[src/rtl/fft_spi_pkg.sv]
`default_nettype none
// +----------------------------------------------------------------------------+
// | fft_spi_pkg : shared constants, state codes and result word layout for    |
// |               the FFT serial link blocks.                                  |
// | Revision    : 1.0                                                          |
// +----------------------------------------------------------------------------+
package fft_spi_pkg;

  localparam int NPOINTS = 128;
  localparam int WORD_W  = 16;
  localparam int SHIFT_W = 2 * WORD_W;
  localparam int PT_W    = $clog2(NPOINTS);
  localparam int BIT_W   = $clog2(SHIFT_W);

  localparam logic [BIT_W-1:0] LAST_BIT   = BIT_W'(SHIFT_W - 1);
  localparam logic [PT_W-1:0]  LAST_POINT = PT_W'(NPOINTS - 1);

  localparam logic [2:0] ST_IDLE  = 3'd0;
  localparam logic [2:0] ST_ARMED = 3'd1;
  localparam logic [2:0] ST_FETCH = 3'd2;
  localparam logic [2:0] ST_LOAD  = 3'd3;
  localparam logic [2:0] ST_SHIFT = 3'd4;
  localparam logic [2:0] ST_DONE  = 3'd5;

  typedef logic [2:0] state_t;

  // Bit 0 of the packed word is the first bit on the wire (real LSB).
  typedef struct packed {
    logic [WORD_W-1:0] imag;
    logic [WORD_W-1:0] re;
  } result_t;

endpackage
`default_nettype wire

[src/rtl/fft_result_tx_if.sv]
`default_nettype none
// +----------------------------------------------------------------------------+
// | fft_result_tx_if : serial link and result-buffer read port bundle.        |
// | Revision         : 1.0                                                     |
// +----------------------------------------------------------------------------+
interface fft_result_tx_if;
  import fft_spi_pkg::*;

  logic              ss;
  logic              clk_in;
  logic              start;
  logic [WORD_W-1:0] rd_real;
  logic [WORD_W-1:0] rd_complex;
  logic              rd_en;
  logic [PT_W-1:0]   rd_addr;
  logic              data_out;
  logic              busy;
  logic              frame_done;

  modport master (
    output ss, clk_in, start, rd_real, rd_complex,
    input  rd_en, rd_addr, data_out, busy, frame_done
  );

  modport slave (
    input  ss, clk_in, start, rd_real, rd_complex,
    output rd_en, rd_addr, data_out, busy, frame_done
  );

endinterface
`default_nettype wire

[src/rtl/sync_edge_det.sv]
`default_nettype none
// +----------------------------------------------------------------------------+
// | sync_edge_det : multi-flop synchronizer (reset high) with falling-edge    |
// |                 pulse on the synchronized value.                           |
// | Revision      : 1.0                                                        |
// +----------------------------------------------------------------------------+
module sync_edge_det #(
  parameter int STAGES = 2
) (
  input  wire logic clk,
  input  wire logic n_rst,
  input  wire logic d_i,
  output logic      sync_o,
  output logic      fall_o
);

  logic [STAGES-1:0] sync_q;
  logic              prev_q;

  generate
    if (STAGES == 1) begin : g_single
      always_ff @(posedge clk or negedge n_rst) begin
        if (!n_rst) begin
          sync_q <= '1;
        end else begin
          sync_q <= d_i;
        end
      end
    end else begin : g_chain
      always_ff @(posedge clk or negedge n_rst) begin
        if (!n_rst) begin
          sync_q <= '1;
        end else begin
          sync_q <= {sync_q[STAGES-2:0], d_i};
        end
      end
    end
  endgenerate

  always_ff @(posedge clk or negedge n_rst) begin
    if (!n_rst) begin
      prev_q <= 1'b1;
    end else begin
      prev_q <= sync_q[STAGES-1];
    end
  end

  assign sync_o = sync_q[STAGES-1];
  assign fall_o = prev_q & ~sync_q[STAGES-1];

endmodule
`default_nettype wire

[src/rtl/fft_result_tx.sv]
`default_nettype none
// +----------------------------------------------------------------------------+
// | fft_result_tx : streams 128 complex FFT results LSB-first to the master   |
// |                 on the ss / clk_in link, one bit per clk_in fall.          |
// | Revision      : 1.0                                                        |
// +----------------------------------------------------------------------------+
module fft_result_tx
  import fft_spi_pkg::*;
#(
  parameter int SYNC_STAGES = 2
) (
  input  wire logic         clk,
  input  wire logic         n_rst,
  fft_result_tx_if.slave    bus
);

  logic w_ss_sync;
  logic w_ss_fall_unused;
  logic w_sck_sync_unused;
  logic w_sck_fall;

  sync_edge_det #(.STAGES(SYNC_STAGES)) u_ss_sync (
    .clk    (clk),
    .n_rst  (n_rst),
    .d_i    (bus.ss),
    .sync_o (w_ss_sync),
    .fall_o (w_ss_fall_unused)
  );

  sync_edge_det #(.STAGES(SYNC_STAGES)) u_sck_sync (
    .clk    (clk),
    .n_rst  (n_rst),
    .d_i    (bus.clk_in),
    .sync_o (w_sck_sync_unused),
    .fall_o (w_sck_fall)
  );

  state_t           state_q, state_d;
  logic [PT_W-1:0]  point_q, point_d;
  logic [BIT_W-1:0] bit_q,   bit_d;
  result_t          shift_q, shift_d;
  logic             data_q,  data_d;

  always_comb begin
    state_d = state_q;
    point_d = point_q;
    bit_d   = bit_q;
    shift_d = shift_q;
    data_d  = data_q;

    case (state_q)
      ST_IDLE: begin
        data_d = 1'b0;
        if (bus.start) begin
          state_d = ST_ARMED;
        end
      end

      ST_ARMED: begin
        point_d = '0;
        data_d  = 1'b0;
        if (!w_ss_sync) begin
          state_d = ST_FETCH;
        end
      end

      ST_FETCH: begin
        if (w_ss_sync) begin
          state_d = ST_ARMED;
          point_d = '0;
          data_d  = 1'b0;
        end else begin
          state_d = ST_LOAD;
        end
      end

      ST_LOAD: begin
        if (w_ss_sync) begin
          state_d = ST_ARMED;
          point_d = '0;
          data_d  = 1'b0;
        end else begin
          shift_d = {bus.rd_complex, bus.rd_real};
          bit_d   = '0;
          data_d  = bus.rd_real[0];
          state_d = ST_SHIFT;
        end
      end

      ST_SHIFT: begin
        if (w_ss_sync) begin
          state_d = ST_ARMED;
          point_d = '0;
          data_d  = 1'b0;
        end else if (w_sck_fall) begin
          if (bit_q != LAST_BIT) begin
            shift_d = result_t'({1'b0, shift_q[SHIFT_W-1:1]});
            bit_d   = bit_q + 1'b1;
            data_d  = shift_q[1];
          end else begin
            // Line returns low between words and after the final bit.
            data_d = 1'b0;
            if (point_q != LAST_POINT) begin
              point_d = point_q + 1'b1;
              state_d = ST_FETCH;
            end else begin
              state_d = ST_DONE;
            end
          end
        end
      end

      ST_DONE: begin
        data_d  = 1'b0;
        state_d = ST_IDLE;
      end

      default: begin
        data_d  = 1'b0;
        state_d = ST_IDLE;
      end
    endcase
  end

  always_ff @(posedge clk or negedge n_rst) begin
    if (!n_rst) begin
      state_q <= ST_IDLE;
      point_q <= '0;
      bit_q   <= '0;
      shift_q <= '0;
      data_q  <= 1'b0;
    end else begin
      state_q <= state_d;
      point_q <= point_d;
      bit_q   <= bit_d;
      shift_q <= shift_d;
      data_q  <= data_d;
    end
  end

  assign bus.rd_en      = (state_q == ST_FETCH);
  assign bus.rd_addr    = point_q;
  assign bus.data_out   = data_q;
  assign bus.busy       = (state_q == ST_ARMED) || (state_q == ST_FETCH) ||
                          (state_q == ST_LOAD)  || (state_q == ST_SHIFT);
  assign bus.frame_done = (state_q == ST_DONE);

endmodule
`default_nettype wire

[src/flat_wrapper.sv]
// flat-port wrapper written by rule: the top's interface ports become plain ports
module fft_result_tx_flat import fft_spi_pkg::*;
#(
  parameter int SYNC_STAGES = 2
)
  (clk, n_rst, bus_ss, bus_clk_in, bus_start, bus_rd_real, bus_rd_complex, bus_rd_en, bus_rd_addr, bus_data_out, bus_busy, bus_frame_done);
  fft_result_tx_if bus_i ();
  input  wire logic clk;
  input  wire logic n_rst;
  input wire logic [$bits(bus_i.ss)-1:0] bus_ss;
  input wire logic [$bits(bus_i.clk_in)-1:0] bus_clk_in;
  input wire logic [$bits(bus_i.start)-1:0] bus_start;
  input wire logic [$bits(bus_i.rd_real)-1:0] bus_rd_real;
  input wire logic [$bits(bus_i.rd_complex)-1:0] bus_rd_complex;
  output wire logic [$bits(bus_i.rd_en)-1:0] bus_rd_en;
  output wire logic [$bits(bus_i.rd_addr)-1:0] bus_rd_addr;
  output wire logic [$bits(bus_i.data_out)-1:0] bus_data_out;
  output wire logic [$bits(bus_i.busy)-1:0] bus_busy;
  output wire logic [$bits(bus_i.frame_done)-1:0] bus_frame_done;
  assign bus_i.ss = bus_ss;
  assign bus_i.clk_in = bus_clk_in;
  assign bus_i.start = bus_start;
  assign bus_i.rd_real = bus_rd_real;
  assign bus_i.rd_complex = bus_rd_complex;
  assign bus_rd_en = bus_i.rd_en;
  assign bus_rd_addr = bus_i.rd_addr;
  assign bus_data_out = bus_i.data_out;
  assign bus_busy = bus_i.busy;
  assign bus_frame_done = bus_i.frame_done;
  fft_result_tx #(.SYNC_STAGES(SYNC_STAGES)) u_core (.clk(clk), .n_rst(n_rst), .bus(bus_i));
endmodule
[config.mk]
export PLATFORM = sky130hd
export DESIGN_NAME = fft_result_tx_flat
export DESIGN_NICKNAME = d
export VERILOG_FILES = /design/src/rtl/fft_spi_pkg.sv /design/src/rtl/fft_result_tx_if.sv /design/src/rtl/sync_edge_det.sv /design/src/rtl/fft_result_tx.sv /design/src/flat_wrapper.sv
export SDC_FILE = /design/constraint.sdc
export NUM_CORES = 1
export LEC_CHECK = 0
export BUFFER_PORTS_ARGS = -buffer_cell sky130_fd_sc_hd__buf_2
export CAP_MARGIN = 5
export CORE_ASPECT_RATIO = 0.75
export CORE_MARGIN = 3
export CORE_UTILIZATION = 56
export CTS_CLUSTER_SIZE = 24
export DETAILED_ROUTE_END_ITERATION = 8
export GPL_ROUTABILITY_DRIVEN = 0
export PLACE_DENSITY = 0.8
export SYNTH_ARGS = -nofsm -noshare
export SYNTH_HDL_FRONTEND = slang
export SYNTH_SLANG_ARGS = --single-unit
[constraint.sdc]
create_clock -name clk -period 2.85 [get_ports clk]
set_input_delay 0.285 -clock clk [delete_from_list [all_inputs] [get_ports clk]]
set_output_delay 0.285 -clock clk [all_outputs]
set_load 0.01 [all_outputs]
# Yosys cells after proc, flatten, opt, wreduce, memory -nomap -nowiden
# Index checks and enable logic that the tools add are counted.
[word_totals]
output_inout_bits = 11
word_cells = 73
inputBits = 37
reg_bits = 53
[op_classes]
bitwise = 2
n_eq_ne = 18
muxes = 31
n_reduce_logical = 11
add_sub_neg = 2
[op_table]
columns = ["operator", "count"]
rows = [
  ["two-way mux 32 bit", 4],
  ["one-hot mux 32 bit (2 select lines)", 1],
  ["two-way mux 7 bit", 5],
  ["two-way mux 3 bit", 7],
  ["one-hot mux 7 bit (3 select lines)", 1],
  ["two-way mux 5 bit", 4],
  ["one-hot mux 3 bit (5 select lines)", 1],
  ["inequality test 2 bit, second input constant", 5],
  ["one-hot mux 5 bit (2 select lines)", 1],
  ["AND reduction 5 bit", 2],
  ["adder 7 x 1 -> 7 bit, second input constant", 1],
  ["inequality test 7 bit, second input constant", 1],
  ["== test 3 x 2 -> 1 bit, second input constant", 2],
  ["== test 3 bit, second input constant", 2],
  ["inequality test 2 x 1 -> 1 bit, second input constant", 3],
  ["inequality test 3 bit, second input constant", 2],
  ["adder 5 x 1 -> 5 bit, second input constant", 1],
  ["two-way mux 1 bit", 5],
  ["inequality test 5 bit, second input constant", 1],
  ["AND reduction 4 bit", 1],
  ["== test 3 x 1 -> 1 bit, second input constant", 1],
  ["zero test 3 bit", 1],
  ["logical OR 1 bit", 3],
  ["inequality test 3 x 2 -> 1 bit, second input constant", 1],
  ["8 further kinds", 8],
]

# Depth between registers and ports, before layout
[depth]
ltp_word = 6
ltp_mapped = 7
depth_no_buf = 7

# Modules after synthesis
# Synthesis repeated with hierarchy kept, for this count alone.
[unflattened]
cells_unflattened = 255
hier_area_um2 = 2623.8
[by_module_without_submodules]
columns = ["mod", "seq_area_each_um2", "n_inst", "area_each_um2", "cells_per_inst"]
rows = [
  ["fft_result_tx", 1176.1, 1, 2438.6, 247],
  ["sync_edge_det", 78.8, 2, 92.6, 4],
]

# Worst setup path after synthesis
# No wires, ideal clock.
[synth_path]
path_kind = "register -> register"
startpoint = "register u_core.bit_q[0]"
endpoint = "register u_core.point_q[5] (netlist: u_core.bus.rd_addr[5])"
path_slack_ns = 0.814
synth_period_minus_slack_ns = 2.036
setup_ns = 0.124
path_stages_with_launch = 8
arrival_ns = 1.912
n_path_buf = 0
cell_sequence = "dfrtp_1 ha_1 and3_1 ha_1 nand3b_1 a311o_1 and2_1 a211o_1"
[synth_via]
elab_chain_len = 3
[synth_rtl]
columns = ["element", "line", "source"]
rows = [
  ["start: declaration", "fft_result_tx.sv:40", "logic [BIT_W-1:0] bit_q, bit_d;"],
  ["start signal: assignment", "fft_result_tx.sv:135", "bit_q <= bit_d;"],
  ["inequality test 5 bit", "fft_result_tx.sv:96", "if (bit_q != LAST_BIT) begin"],
  ["inequality test 3 bit (no source line)", "-", ""],
  ["AND reduction 5 bit (no source line)", "-", ""],
  ["end signal: assignment", "fft_result_tx.sv:134", "point_q <= point_d;"],
  ["end: declaration", "fft_result_tx.sv:39", "logic [PT_W-1:0] point_q, point_d;"],
]
# No other way between the ends.
# A chain may end at the register's enable or synchronous reset.

# Final worst setup path
[layout_path]
startpoint = "register u_core.bit_q[0]"
endpoint = "register u_core.point_q[3] (netlist: u_core.bus.rd_addr[3])"
# Same word-level chain as after synthesis.

==> impl_metrics.tcl <==
set metrics [dict create \
    num-nets-final 375 \
    ys_warn_count 0 \
    initial_core_util_pct 60.6 \
    min_delay_path_depth 1 \
    worstSetupEndpoint "u_core.bus.rd_addr[3]$_DFFE_PN0P_" \
    fmaxAchievable_mhz 428 \
    cts_max_path_buffers 2 \
    cts_resized 0 \
    die_area_sq_mm 0.00596 \
    antenna_found_initial 0 \
    timing.final.crit_share_pct 81.9 \
    drc 0 \
    startpoint "u_core.bit_q[0]$_DFFE_PN0P_" \
    layout_fillers 390 \
    reg2reg_from "u_core.bit_q[0]$_DFFE_PN0P_" \
    reg2reg_setup_slack_ns 0.52 \
    detail_route.iter0.violations 128 \
    row_count 21 \
    clock_insertion_delay_worst_skew_ns 0.31 \
    holdBufCountCts 0 \
    r2r.worst_path.cells 7 \
    global_route_usage_sum_pct 21.6 \
    synth_nets 328 \
    vdd_ir_drop_max_v 0.000343 \
    ant_nets 0 \
    syn_area_per_cell_sq_um 9.84 \
    finish.utilization_pct 69.0 \
    drive_above_1_share_pct 30.4 \
    syn-cell-area_sq_mm 0.00283 \
    num_io_pins 48 \
    area_delta_synth_final_pct 14.0 \
    clock_sink_count 52 \
    register_area_sq_mm 0.00131 \
    number_of_distinct_library_cell_variants_in_the_gate_level_netlist_after_synthesis 49 \
    dpl.hpwl_um 4030 \
    critical_path.endpoint_type "flop" \
    max_cap_viol_count 0 \
    n_antenna_cell 0 \
    final.setup.tns_ns 0 \
    route.detailed.vias_per_inst 5.51 \
    first_global_vias 2044 \
    synth.ff_latch_count 52 \
    multi_input_area_sq_mm 0.00142 \
    die_h_um 67.6 \
    total_clock_buffers_created_by_cts 5 \
    status "complete, no violations" \
    timing_worst_setup_path_type "reg2reg" \
    die_width_um 88.1 \
    finalCriticalPeriod_ns 2.33 \
    top_reg_cell_synth "dfrtp_1" \
    setup.worst_path.start_class "flop" \
    report.power.total_uw 2610 \
    p_per_area_mw_per_mm2 808 \
    num_vias 2165 \
    critical_path_required_ns 3.05 \
    ys_seq_area_share_pct 46.1 \
    cts_root_buf "clkbuf_8" \
    core_area_sq_mm 0.00468 \
    slew_violations 0 \
    overflow 0 \
    grt_pass1_wl_um 9830 \
    data_arrival_at_the_endpoint_of_the_critical_path_ns 2.54 \
    reg2reg_to "u_core.bus.rd_addr[3]$_DFFE_PN0P_" \
    cts_tree "yes" \
    grt_setup_unrepaired "false" \
    worst_hold_slack_ns 0.0720 \
    path_clk_slew_ns 0.09 \
    cts_setup_buffers 0 \
    synth_async_sr_flop_share_pct 100 \
    post_synth_edffs 0 \
    finished_layout_cells 393 \
    static-leakage-power_uw 0.00169 \
    drt_first_pass_iters 4 \
    place.port_buffers 47 \
    timing.final.hold_violations 0 \
    final.setup_skew_ns 0.00897 \
    cts_htree_levels 2 \
    timing.hold.worst.class "in2reg" \
    worstMarginPinSlew_ns 1.08 \
    final-setup-viol-count 0 \
    max_fo_critical_path 5 \
    wl_um 5690 \
    route.detailed.wl_per_inst_um 14.5 \
    max_slew_margin_pct 28.0 \
    grt_start_max_net_pins 51 \
    netlist_instances 288 \
    numPlacedInstances 385 \
]
==> cells by family (layout without fill, tap and decap cells) <==
family | after synthesis | count (layout) | share of synthesized area (%)
muxes | 32 | 32 | 16.1
DFF | 52 | 52 | 46.1
AOI/OAI and AO/OA | 40 | 40 | 10.7
adders and majority gates | 3 | 3 | 1.32
xor gates and xnor gates | 2 | 2 | 0.618
and+or+nand+nor | 135 | 135 | 21.1
buffers and inverters | 24 | 72 | 4.02
==> worst max-delay path: stages (launching register included) <==
cell      delay (ns)
dfrtp_1         0.41
ha_1            0.19
and3_1          0.17
ha_1            0.29
nand3b_1        0.19
a311o_1         0.44
and2_1          0.23
a211o_1         0.31
==> flip-flops by register name, indices dropped and copies added, names as in the netlist <==
name and cells:
u_core.u_sck_sync.prev_q 1, u_core.bus.data_out 1, u_core.bus.rd_addr 7, u_core.u_sck_sync.sync_q 2, u_core.bit_q 5, u_core.u_ss_sync.sync_q 2, u_core.state_q 3, u_core.shift_q 31
==> metrics by stage <==
stage                     setup WS, ns  area, sq um
after floorplan                  0.814         2830
after global placement           0.608         3140
after detailed placement         0.529         3140
after CTS                        0.509         3230
after global routing             0.316         3230
final                            0.516         3230
==> cell usage in the layout (no fill, tap or decap), drive strengths merged, types with 2 or more instances in the layout <==
cell type,netlist,layout
and2,2,2
dfrtp,47,47
a211o,2,2
o22a,2,2
and3,2,2
mux2,30,30
nor3,3,3
inv,10,10
a21o,2,2
mux2i,2,2
clkbuf,10,7
o211ai,2,2
o21ai,6,6
xnor2,2,2
a21oi,8,8
nand3,2,2
o221ai,2,2
nand4,3,3
nor2,8,8
o211a,2,2
nand3b,2,2
ha,3,3
o32ai,2,2
buf,4,54
dfstp,5,5
nand2,103,103
nor2b,3,3
==> Yosys cell counts (all sizes together) (3+ instances only) <==
library cell,instances,share of area (%)
dfrtp,47,42
clkbuf,10,1.3
nand4,3,0.66
inv,10,1.3
nor2b,3,0.66
nor2,8,1.1
nor3,3,0.93
ha,3,1.3
buf,4,1.4
nand2,103,14
dfstp,5,4.6
a21oi,8,1.4
o21ai,6,1.1
mux2,30,15
==> layout make-up <==
type / count / area share, %
timing repair buffer: 54 / 9.30
multi-input combinational: 212 / 43.9
clock buffer: 7 / 2.67
inverter: 10 / 1.16
sequential: 52 / 40.5
tap: 57 / 2.21
clock inverter: 1 / 0.232
==> worst min path at each step <==
stage / endpoint / startpoint / slack, ns
after floorplan: u_core.bit_q[0]$_DFFE_PN0P_ / n_rst / -0.01
after global placement: u_core.u_sck_sync.sync_q[1]$_DFF_PN1_ / u_core.u_sck_sync.sync_q[0]$_DFF_PN1_ / 0.35
after detailed placement: u_core.u_sck_sync.sync_q[1]$_DFF_PN1_ / u_core.u_sck_sync.sync_q[0]$_DFF_PN1_ / 0.35
after CTS: u_core.u_ss_sync.sync_q[0]$_DFF_PN1_ / bus_ss / 0.06
after global routing: u_core.u_ss_sync.sync_q[0]$_DFF_PN1_ / bus_ss / 0.05
final: u_core.u_sck_sync.sync_q[0]$_DFF_PN1_ / bus_clk_in / 0.07
==> power breakdown <==
part,total (uW),switching (uW),internal [uW]
Clock,439,241,198
Combinational,985,421,565
Sequential,1190,194,992
==> routing by layer <==
layer | track usage (%) | wire [um] | vias up
li1 | - | - | 1071
met2 | 33.3 | 2630 | 51
met3 | 4.02 | 252 | 4
met4 | 7.92 | 55 | 0
met1 | 30.6 | 2750 | 1039
met5 | 0 | 0 | -
Power figures use the tool's default switching activity.
